**config.mk**
```make
export PLATFORM = sky130hd
export DESIGN_NAME = ysyx_25020037_axil_master
export DESIGN_NICKNAME = d
export VERILOG_FILES = /design/src/rtl/ysyx_25020037_axi_pkg.sv /design/src/rtl/ysyx_25020037_lsu_lane.sv /design/src/rtl/ysyx_25020037_axil_master.sv
export SDC_FILE = /design/constraint.sdc
export NUM_CORES = 1
export LEC_CHECK = 0
export BUFFER_PORTS_ARGS = -buffer_cell sky130_fd_sc_hd__buf_2
export CORE_MARGIN = 2
export CORE_UTILIZATION = 51
export DETAILED_ROUTE_END_ITERATION = 7
export GPL_ROUTABILITY_DRIVEN = 0
export GPL_TIMING_DRIVEN = 0
export PLACE_DENSITY = 0.95
export SETUP_SLACK_MARGIN = 0.4
export SLEW_MARGIN = 40
export SYNTH_ARGS = -nofsm -noshare
export SYNTH_HDL_FRONTEND = slang
export SYNTH_SLANG_ARGS = --single-unit
```
**constraint.sdc**
```tcl
create_clock -name clk_i -period 4.6 [get_ports clk_i]
set_input_delay 0.92 -clock clk_i [delete_from_list [all_inputs] [get_ports clk_i]]
set_output_delay 0.92 -clock clk_i [all_outputs]
set_load 0.005 [all_outputs]
```
**src/rtl/ysyx_25020037_axi_pkg.sv**
```systemverilog
// Shared AXI4-Lite response codes, access sizes, FSM encoding and request
// helpers for the LSU-side AXI-Lite master.
package ysyx_25020037_axi_pkg;

  localparam logic [1:0] RESP_OKAY   = 2'b00;
  localparam logic [1:0] RESP_EXOKAY = 2'b01;
  localparam logic [1:0] RESP_SLVERR = 2'b10;
  localparam logic [1:0] RESP_DECERR = 2'b11;

  localparam logic [1:0] SIZE_B = 2'b00;
  localparam logic [1:0] SIZE_H = 2'b01;
  localparam logic [1:0] SIZE_W = 2'b10;

  localparam logic [2:0] ST_IDLE    = 3'd0;
  localparam logic [2:0] ST_RD_ADDR = 3'd1;
  localparam logic [2:0] ST_RD_DATA = 3'd2;
  localparam logic [2:0] ST_WR_REQ  = 3'd3;
  localparam logic [2:0] ST_WR_RESP = 3'd4;
  localparam logic [2:0] ST_RESP    = 3'd5;

  typedef enum logic [2:0] {
    S_IDLE    = ST_IDLE,
    S_RD_ADDR = ST_RD_ADDR,
    S_RD_DATA = ST_RD_DATA,
    S_WR_REQ  = ST_WR_REQ,
    S_WR_RESP = ST_WR_RESP,
    S_RESP    = ST_RESP
  } state_e;

  // Load-side attributes that must survive until the R beat arrives
  typedef struct packed {
    logic       sgn;
    logic [1:0] size;
  } ctl_t;

  function automatic logic is_bad_req(input logic [1:0] size, input logic [1:0] lo);
    return (size == 2'b11) || (size == SIZE_H && lo[0]) || (size == SIZE_W && lo != 2'b00);
  endfunction

  // EXOKAY counts as success; only SLVERR/DECERR flag an error
  function automatic logic is_err_resp(input logic [1:0] resp);
    return (resp == RESP_SLVERR) || (resp == RESP_DECERR);
  endfunction

endpackage

```
**src/rtl/ysyx_25020037_lsu_lane.sv**
```systemverilog
// Combinational byte-lane steering: store data replication/strobes and
// load lane extraction with sign/zero extension.
module ysyx_25020037_lsu_lane
  import ysyx_25020037_axi_pkg::*;
(
  input  logic [1:0]  st_size_i,
  input  logic [1:0]  st_addr_lo_i,
  input  logic [31:0] st_data_i,
  output logic [31:0] st_wdata_o,
  output logic [3:0]  st_wstrb_o,
  input  logic [1:0]  ld_size_i,
  input  logic [1:0]  ld_addr_lo_i,
  input  logic        ld_sgn_i,
  input  logic [31:0] ld_rdata_i,
  output logic [31:0] ld_data_o
);

  logic [31:0] shifted;

  always_comb begin
    st_wdata_o = st_data_i;
    st_wstrb_o = 4'b1111;
    case (st_size_i)
      SIZE_B: begin
        st_wdata_o = {4{st_data_i[7:0]}};
        st_wstrb_o = 4'b0001 << st_addr_lo_i;
      end
      SIZE_H: begin
        st_wdata_o = {2{st_data_i[15:0]}};
        st_wstrb_o = 4'b0011 << st_addr_lo_i;
      end
      default: ;
    endcase
  end

  assign shifted = ld_rdata_i >> {ld_addr_lo_i, 3'b000};

  always_comb begin
    ld_data_o = shifted;
    case (ld_size_i)
      SIZE_B:  ld_data_o = {{24{ld_sgn_i & shifted[7]}}, shifted[7:0]};
      SIZE_H:  ld_data_o = {{16{ld_sgn_i & shifted[15]}}, shifted[15:0]};
      default: ;
    endcase
  end

endmodule

```
**src/rtl/ysyx_25020037_axil_master.sv**
```systemverilog
// AXI4-Lite master for the LSU: one request in, one AXI-Lite read or write
// out, one registered response back. Misaligned requests never reach the bus.
module ysyx_25020037_axil_master
  import ysyx_25020037_axi_pkg::*;
#(
  parameter int ADDR_W = 32,
  parameter int DATA_W = 32
) (
  input  logic              clk_i,
  input  logic              rst_ni,
  input  logic              req_valid_i,
  output logic              req_ready_o,
  input  logic              req_wen_i,
  input  logic [ADDR_W-1:0] req_addr_i,
  input  logic [DATA_W-1:0] req_wdata_i,
  input  logic [1:0]        req_size_i,
  input  logic              req_signed_i,
  output logic              rsp_valid_o,
  input  logic              rsp_ready_i,
  output logic [DATA_W-1:0] rsp_rdata_o,
  output logic              rsp_err_o,
  output logic [ADDR_W-1:0] araddr_o,
  output logic              arvalid_o,
  input  logic              arready_i,
  input  logic [DATA_W-1:0] rdata_i,
  input  logic [1:0]        rresp_i,
  input  logic              rvalid_i,
  output logic              rready_o,
  output logic [ADDR_W-1:0] awaddr_o,
  output logic              awvalid_o,
  input  logic              awready_i,
  output logic [DATA_W-1:0] wdata_o,
  output logic [DATA_W/8-1:0] wstrb_o,
  output logic              wvalid_o,
  input  logic              wready_i,
  input  logic [1:0]        bresp_i,
  input  logic              bvalid_i,
  output logic              bready_o
);

  localparam int STRB_W = DATA_W / 8;

  state_e              state_q, state_d;
  ctl_t                ctl_q, ctl_d;
  logic [ADDR_W-1:0]   addr_q, addr_d;
  logic [DATA_W-1:0]   wdata_q, wdata_d;
  logic [STRB_W-1:0]   wstrb_q, wstrb_d;
  logic                arvalid_q, arvalid_d, rready_q, rready_d;
  logic                awvalid_q, awvalid_d, wvalid_q, wvalid_d, bready_q, bready_d;
  logic                aw_done_q, aw_done_d, w_done_q, w_done_d;
  logic                rsp_valid_q, rsp_valid_d, rsp_err_q, rsp_err_d;
  logic [DATA_W-1:0]   rsp_rdata_q, rsp_rdata_d;
  logic [31:0]         st_wdata, ld_data;
  logic [3:0]          st_wstrb;
  logic                aw_fire, w_fire;

  ysyx_25020037_lsu_lane u_lane (
    .st_size_i    (req_size_i),
    .st_addr_lo_i (req_addr_i[1:0]),
    .st_data_i    (req_wdata_i),
    .st_wdata_o   (st_wdata),
    .st_wstrb_o   (st_wstrb),
    .ld_size_i    (ctl_q.size),
    .ld_addr_lo_i (addr_q[1:0]),
    .ld_sgn_i     (ctl_q.sgn),
    .ld_rdata_i   (rdata_i),
    .ld_data_o    (ld_data)
  );

  assign aw_fire = awvalid_q & awready_i;
  assign w_fire  = wvalid_q & wready_i;

  always_comb begin
    state_d     = state_q;
    ctl_d       = ctl_q;
    addr_d      = addr_q;
    wdata_d     = wdata_q;
    wstrb_d     = wstrb_q;
    arvalid_d   = arvalid_q;
    rready_d    = rready_q;
    awvalid_d   = awvalid_q;
    wvalid_d    = wvalid_q;
    bready_d    = bready_q;
    aw_done_d   = aw_done_q;
    w_done_d    = w_done_q;
    rsp_valid_d = rsp_valid_q;
    rsp_err_d   = rsp_err_q;
    rsp_rdata_d = rsp_rdata_q;
    case (state_q)
      S_IDLE: if (req_valid_i) begin
        ctl_d   = '{sgn: req_signed_i, size: req_size_i};
        addr_d  = req_addr_i;
        wdata_d = st_wdata;
        wstrb_d = st_wstrb;
        if (is_bad_req(req_size_i, req_addr_i[1:0])) begin
          rsp_valid_d = 1'b1;
          rsp_err_d   = 1'b1;
          rsp_rdata_d = '0;
          state_d     = S_RESP;
        end else if (req_wen_i) begin
          awvalid_d = 1'b1;
          wvalid_d  = 1'b1;
          aw_done_d = 1'b0;
          w_done_d  = 1'b0;
          state_d   = S_WR_REQ;
        end else begin
          arvalid_d = 1'b1;
          state_d   = S_RD_ADDR;
        end
      end
      S_RD_ADDR: if (arready_i) begin
        arvalid_d = 1'b0;
        rready_d  = 1'b1;
        state_d   = S_RD_DATA;
      end
      S_RD_DATA: if (rvalid_i && rready_q) begin
        rready_d    = 1'b0;
        rsp_valid_d = 1'b1;
        rsp_err_d   = is_err_resp(rresp_i);
        rsp_rdata_d = is_err_resp(rresp_i) ? '0 : ld_data;
        state_d     = S_RESP;
      end
      S_WR_REQ: begin
        // AW and W complete independently; B is only accepted after both
        if (aw_fire) awvalid_d = 1'b0;
        if (w_fire)  wvalid_d  = 1'b0;
        aw_done_d = aw_done_q | aw_fire;
        w_done_d  = w_done_q | w_fire;
        if (aw_done_d && w_done_d) begin
          bready_d = 1'b1;
          state_d  = S_WR_RESP;
        end
      end
      S_WR_RESP: if (bvalid_i && bready_q) begin
        bready_d    = 1'b0;
        rsp_valid_d = 1'b1;
        rsp_err_d   = is_err_resp(bresp_i);
        rsp_rdata_d = '0;
        state_d     = S_RESP;
      end
      S_RESP: if (rsp_ready_i) begin
        rsp_valid_d = 1'b0;
        state_d     = S_IDLE;
      end
      default: state_d = S_IDLE;
    endcase
  end

  always_ff @(posedge clk_i) begin
    if (!rst_ni) begin
      state_q     <= S_IDLE;
      ctl_q       <= '0;
      addr_q      <= '0;
      wdata_q     <= '0;
      wstrb_q     <= '0;
      arvalid_q   <= 1'b0;
      rready_q    <= 1'b0;
      awvalid_q   <= 1'b0;
      wvalid_q    <= 1'b0;
      bready_q    <= 1'b0;
      aw_done_q   <= 1'b0;
      w_done_q    <= 1'b0;
      rsp_valid_q <= 1'b0;
      rsp_err_q   <= 1'b0;
      rsp_rdata_q <= '0;
    end else begin
      state_q     <= state_d;
      ctl_q       <= ctl_d;
      addr_q      <= addr_d;
      wdata_q     <= wdata_d;
      wstrb_q     <= wstrb_d;
      arvalid_q   <= arvalid_d;
      rready_q    <= rready_d;
      awvalid_q   <= awvalid_d;
      wvalid_q    <= wvalid_d;
      bready_q    <= bready_d;
      aw_done_q   <= aw_done_d;
      w_done_q    <= w_done_d;
      rsp_valid_q <= rsp_valid_d;
      rsp_err_q   <= rsp_err_d;
      rsp_rdata_q <= rsp_rdata_d;
    end
  end

  assign req_ready_o = (state_q == S_IDLE);
  assign rsp_valid_o = rsp_valid_q;
  assign rsp_err_o   = rsp_err_q;
  assign rsp_rdata_o = rsp_rdata_q;
  assign araddr_o    = addr_q;
  assign arvalid_o   = arvalid_q;
  assign rready_o    = rready_q;
  assign awaddr_o    = addr_q;
  assign awvalid_o   = awvalid_q;
  assign wdata_o     = wdata_q;
  assign wstrb_o     = wstrb_q;
  assign wvalid_o    = wvalid_q;
  assign bready_o    = bready_q;

endmodule

```
==> out/metrics.cfg, run 1 <==
[synthesis]
synth_ff_type = dfxtp_1
yosys.area.top_type = dfxtp_1
avgSynthCellArea_um2 = 8.405
syn-instance-count = 680
yosysUniqueCellTypes = 57
synthesis.area_mm2 = 0.005715
synth_seq_cells = 115
yosys-top-cells-count = 148 x nand2_1, 115 x dfxtp_1, 66 x a21oi_1
synth_top_area_share_pct = 40.28
synth_top_cells_by_area = dfxtp_1 40%, nand2_1 9.7%, mux2i_1 9.3%, a21oi_1 5.8%, buf_4 4.7%
yosys_warnings = 0
async_reset_ff_share_pct = 0
synth.most_common_cell = nand2_1
synth_edf_count = 0
syn_nets = 793
yosysSeqAreaShare_pct = 40.28

[critical_path]
r2r-end = rsp_rdata_o[31]
cp.arrival_ns = 1.42
worstSetupPathType = reg2out
critPathTopFamily = buffers and inverters
crit_path_end_kind = output port
startpoint = state_q[0]
reg2reg_slack_ns = 2.64
worst_ep_required_time_ns = 3.68
cp-endpoint = req_ready_o
cp-start-kind = register
crit_buf_inv = 2
cp_slowest_stage_delay_ns = 0.30
slowest_stage = dfxtp_1
path_max_fanout = 7
timing.rr.start = araddr_o[0]
cp.depth = 3
r2r_cells = 6
path_cells = buf_4, nor3_4, buf_2

[sta]
setup_viol = 0
layout_setup_ws_ns = 2.259
setup_tns_ns = 0
max_freq_ghz = 0.4272
fin_crit_ns = 2.341
holdWs_ns = 0.4535
tightest_slew_ns = 0.7170
hold_viol_final = 0
slew_headroom_pct = 52.20
post-route-period-util_pct = 50.89
maxSlewViolCount = 0
fin_skew_ns = 0.01043
grt_setup_unrepaired = no

[clocking]
clockRootBuffer = clkbuf_8
cts_max_level = 4
cts_tree = built
cts_sinks = 115
clkTransAtPathRegs_ns = 0.06
post-cts-setup-buffer-count = 0
numCtsBuffers = 17
clockBufferDepth = 2
postCtsResizedCells = 0
clkLatencyLatePin_ns = 0.50
ctsHoldBuffers = 0

[die]
start_util_pct = 52.49
io_pins = 253
rows = 38
die_w_um = 109.9
core_mm2 = 0.01089
die_y_um = 109.9
dieArea_mm2 = 0.01207

[global_routing]
grt_max_degree = 17
track_usage_pct = 29.10
grt-ovfl-total = 0
grt_pass1_wl_um = 27170
grt_pass1_vias = 5611
grt_antenna_before_repair = 0

[pwr]
power_density_mw_per_mm2 = 533.1
p_total_mw = 4.097
vdd_drop_max_mv = 0.3144
p_leak_nw = 3.501

[final_layout]
final-seq-area_mm2 = 0.002302
multi_input_area_mm2 = 0.002813
layout-drive-gt1-share_pct = 37.63
area_growth_pct = 34.46
final_cell_area_mm2 = 0.007685
layout.cells.non_filler = 1103
final_nets = 1062
fill_cells = 848
utilization_pct = 70.58

[drt]
drt_iter0_drc = 408
drt-total-wl_um = 18030
drc = 0
wl_per_cell_um = 16.35
ant_nets = 0
vias_per_cell = 5.526
num_vias = 6095
firstDrtPassIters = 5

[placed_design]
io_buffers = 250
hpwlAfterDp_um = 13730
pre_cts_ws_ns = 2.106
placed_area_mm2 = 0.007142
dpl.cell_count = 1070

[min_path]
hp-class = reg2reg

[job]
drv_cap = 0

[outcome]
status = completed

[worst reg2reg max path: cells and delay by family, from the launching register on]
family                 cells  cell delay (ns)
AO/OA/AOI/OAI              2             0.63
buffers and inverters      2             0.51
flip-flops                 1             0.33
AND/OR/NAND/NOR            2             0.38
[cells in the final DEF, fill, tap and decap left out, types with 3 or more instances in the layout]
master,netlist,routed
clkinvlp_4,0,3
buf_2,18,268
a311oi_1,8,8
nand3b_1,10,10
o21a_1,12,12
inv_6,0,5
nand3_1,9,9
nor3_1,6,6
o211ai_1,25,25
clkbuf_1,30,30
nor2_1,25,25
mux2_2,7,7
nand2_1,148,148
inv_1,20,20
a211oi_1,10,10
a21oi_1,66,66
clkinv_2,0,3
mux2i_1,53,53
clkbuf_16,0,16
a21boi_0,8,8
buf_4,36,36
clkbuf_8,0,3
dfxtp_1,115,115
o21ai_0,14,14
o32ai_1,16,16
[per-layer routing]
metal / vias to the layer above / global-route usage, % / routed length (um)
met4: 0 / 13.11 / 760
met5: - / 0 / 0
met1: 2809 / 32.56 / 6834
met3: 62 / 7.765 / 1581
li1: 2889 / - / -
met2: 335 / 51.36 / 8857
[cell type report]
| class | count | share of cell area, % |
|---|---|---|
| antenna | 1 | 0.03256 |
| tap | 140 | 2.279 |
| multi-input combinational | 454 | 36.60 |
| clock inverter | 13 | 1.286 |
| clock buffer | 19 | 5.747 |
| sequential | 115 | 29.96 |
| buffer | 89 | 6.740 |
| timing repair buffer | 250 | 16.28 |
| inverter | 22 | 1.075 |
[how the worst min path moves through the flow]
stage / from / to / cells after the start
final: rsp_rdata_o[19] / rsp_rdata_o[19] / 2
after global routing: wdata_o[30] / wdata_o[30] / 2
after CTS: wdata_o[30] / wdata_o[30] / 2
after detailed placement: rsp_rdata_o[16] / rsp_rdata_o[16] / 2
after global placement: rsp_rdata_o[22] / rsp_rdata_o[22] / 2
after floorplan: aw_done_q / aw_done_q / 2
[flip-flops by register name, summed over array words and instances, names as in the netlist]
name         cells
w_done_q         1
wvalid_o         1
rsp_err_o        1
araddr_o        32
rsp_valid_o      1
wdata_o         32
state_q          3
bready_o         1
rsp_rdata_o     32
aw_done_q        1
rready_o         1
ctl_q            3
wstrb_o          4
awvalid_o        1
arvalid_o        1
[power by group]
group          leakage (nW)  internal (mW)  switching (mW)
registers             0.939           1.19           0.113
clock network         0.262          0.697           0.495
logic                  2.30          0.703           0.900
total                  3.50           2.59            1.51
[cells by family (layout without fill, tap and decap cells)]
kind of cell | Yosys count | in the layout | synth area share, %
simple gates | 217 | 217 | 16.90
flops | 115 | 115 | 40.28
buf+inv | 111 | 393 | 10.51
compound gates | 176 | 176 | 21.26
other cells | 0 | 1 | 0
mux | 61 | 61 | 11.06
(Power assumes the default switching activity.)
==> inputs of run 2 (changes only) <==
CORE_UTILIZATION = 43   (was 51)
PLACE_DENSITY = 0.87   (was 0.95)
clock period = 2 ns   (was 4.6 ns; I/O delays follow)
==> run 2 against run 1 <==
  * Power increased to 3.0 times the previous value
  * Combinational power rose to 3.8 times the previous value
  * Critical path depth rose by 4
  * Largest cell class unchanged
  * Highest routed layer unchanged
==> out/metrics.cfg, run 2 (synthesis results as in run 1) <==
[outcome]
status = completed

[die]
die_w_um = 119.3  ; +8.6%
rows = 42  ; +11%
core_mm2 = 0.01309  ; +20%
start_util_pct = 43.68  ; -8.8 points
io_pins = 253  ; unchanged
die_y_um = 119.3  ; +8.6%
dieArea_mm2 = 0.01423  ; +18%

[critical_path]
reg2reg_slack_ns = 0.26  ; -2.38 ns
path_max_fanout = 7  ; unchanged
cp_slowest_stage_delay_ns = 0.41  ; +0.11 ns
crit_path_end_kind = register
path_cells = buf_6, or3b_4, o2bb2ai_4, nor3_4, buf_6, buf_12, o21a_1
worst_ep_required_time_ns = 2.30  ; -1.38 ns
crit_path_frequent_cell = buf_6
cp-start-kind = register
slowest_stage = or3b_4
cp.arrival_ns = 2.04  ; +0.62 ns
worstSetupPathType = reg2reg
r2r_cells = 7  ; +1

[pwr]
p_total_mw = 12.41  ; +200%
seqPwrFrac_pct = 24.6  ; -7.2 points
swShare_pct = 34.82  ; -2.0 points
p_int_mw = 8.089  ; +210%
power_frac_comb_pct = 48.9  ; +9.8 points
power_density_mw_per_mm2 = 1329  ; +150%
vdd_drop_max_mv = 0.7425  ; +140%
p_leak_nw = 4.194  ; +20%
pwr-share-clk_pct = 26.5  ; -2.6 points
p_sw_mw = 4.322  ; +190%

[clocking]
numCtsBuffers = 17  ; unchanged
clockRootBuffer = clkbuf_16
cts_sinks = 115  ; unchanged
cts_tree = built
clkTransAtPathRegs_ns = 0.06  ; about the same
clockBufferDepth = 2  ; unchanged
cts_max_level = 4  ; unchanged
clkLatencyLatePin_ns = 0.42  ; -0.08 ns

[sta]
hold_viol_final = 0  ; unchanged
layout_setup_ws_ns = 0.2597  ; -1.999 ns
setup_viol = 0  ; unchanged
holdWs_ns = 0.2199  ; -0.2336 ns
maxSlewViolCount = 0  ; unchanged
setup_tns_ns = 0  ; unchanged
fin_crit_ns = 1.740
post-route-period-util_pct = 87.02
max_freq_ghz = 0.5746
fin_skew_ns = 0.01317  ; +0.002736 ns
grt_setup_unrepaired = yes
tightest_slew_ns = 0.7945  ; +0.07758 ns
slew_headroom_pct = 47.03  ; -5.2 points

[drt]
drc = 0  ; unchanged
vias_per_cell = 5.482  ; -0.79%
firstDrtPassIters = 5  ; unchanged
wl_per_cell_um = 18.02  ; +10%
ant_nets = 0  ; unchanged
num_vias = 6480  ; +6.3%
drt_iter0_drc = 473  ; +16%
drt-total-wl_um = 21300  ; +18%

[min_path]
hp-class = in2reg
min_delay_path_depth = 3  ; +1

[final_layout]
layout-drive-gt1-share_pct = 53.38  ; +16 points
final_common_cell = buf_2
area_growth_pct = 63.42
layout_common_cells = 254 x buf_2, 118 x nand2_1, 111 x dfxtp_1
final_nets = 1107  ; +4.2%
n_antenna_cell = 0  ; -1

[global_routing]
track_usage_pct = 27.05  ; -2.1 points
grt_max_degree = 17  ; unchanged
grt_antenna_before_repair = 0  ; unchanged
grt-ovfl-total = 0  ; unchanged
grt_pass1_wl_um = 30490  ; +12%
grt_pass1_vias = 6064  ; +8.1%

[placed_design]
io_buffers = 250  ; unchanged
pre_cts_ws_ns = 0.002027  ; -2.104 ns
hpwlAfterDp_um = 13280  ; -3.3%

[job]
drv_cap = 0  ; unchanged

run 2: final timing paths:
| path | startpoint | end |
|---|---|---|
| setup / recovery | state_q[0] | rsp_valid_o |
| hold / removal | req_addr_i[19] | araddr_o[19] |
| setup reg to reg | state_q[0] | rsp_valid_o |
| hold reg to reg | rsp_rdata_o[2] | rsp_rdata_o[2] |
run 2: layout make-up:
| cell class | count | area, um^2 |
|---|---|---|
| clock inverters | 9 | 151.4 |
| flip-flops and latches | 115 | 2307 |
| inverters | 22 | 85.08 |
| fillers | 917 | 3745 |
| multi-input cells | 454 | 3506 |
| repair buffers | 295 | 1883 |
| plain buffers | 89 | 703.2 |
| clock buffers | 22 | 484.2 |
| well taps | 176 | 220.2 |
run 2: layer usage:
metal  routed length [um]  GRT usage, %  up-vias
li1                     -             -     2977
met1                 8040         30.97     3091
met2                10980         47.74      351
met3                 1664         7.471       61
met4                  622         10.51        0
met5                    0             0        -
run 2: metrics by stage:
step / utilization, % / cell area (um^2) / std cells
3_5_place_dp: 55.04 / 7202 / 1106
2_1_floorplan: - / 5731 / 680
4_1_cts: 65.57 / 8579 / 1169
3_3_place_gp: 55.04 / 7202 / 1106
5_1_grt: 71.38 / 9340 / 1182
6_report: 71.38 / 9340 / 1182
run 2: repair_timing:
item / CTS / global route
cloned: 8 / 5
pin swaps: 40 / 71
gates resized for setup: 105 / 164
endpoints found under the hold margin: 0 / 0
buffers inserted: 24 / 8
hold buffers: 0 / 0
setup endpoints to repair: 109 / 112
run 2: critical path: cells and delay by family, from the launching register on:
kind | cells | cell delay, ns
AO/OA/AOI/OAI | 2 | 0.44
buffers and inverters | 3 | 0.41
flip-flops | 1 | 0.32
AND/OR/NAND/NOR | 2 | 0.46
run 2: power by group through the flow:
| stage | Sequential [mW] | Clock [mW] | Combinational [mW] |
|---|---|---|---|
| 2_1_floorplan | 3.05 | 0 | 2.39 |
| 5_1_grt | 3.10 | 3.43 | 6.40 |
| 3_5_place_dp | 3.04 | 0 | 3.64 |
| 6_report | 3.06 | 3.29 | 6.06 |
| 4_1_cts | 3.02 | 3.31 | 4.92 |
| 3_3_place_gp | 3.03 | 0 | 3.58 |
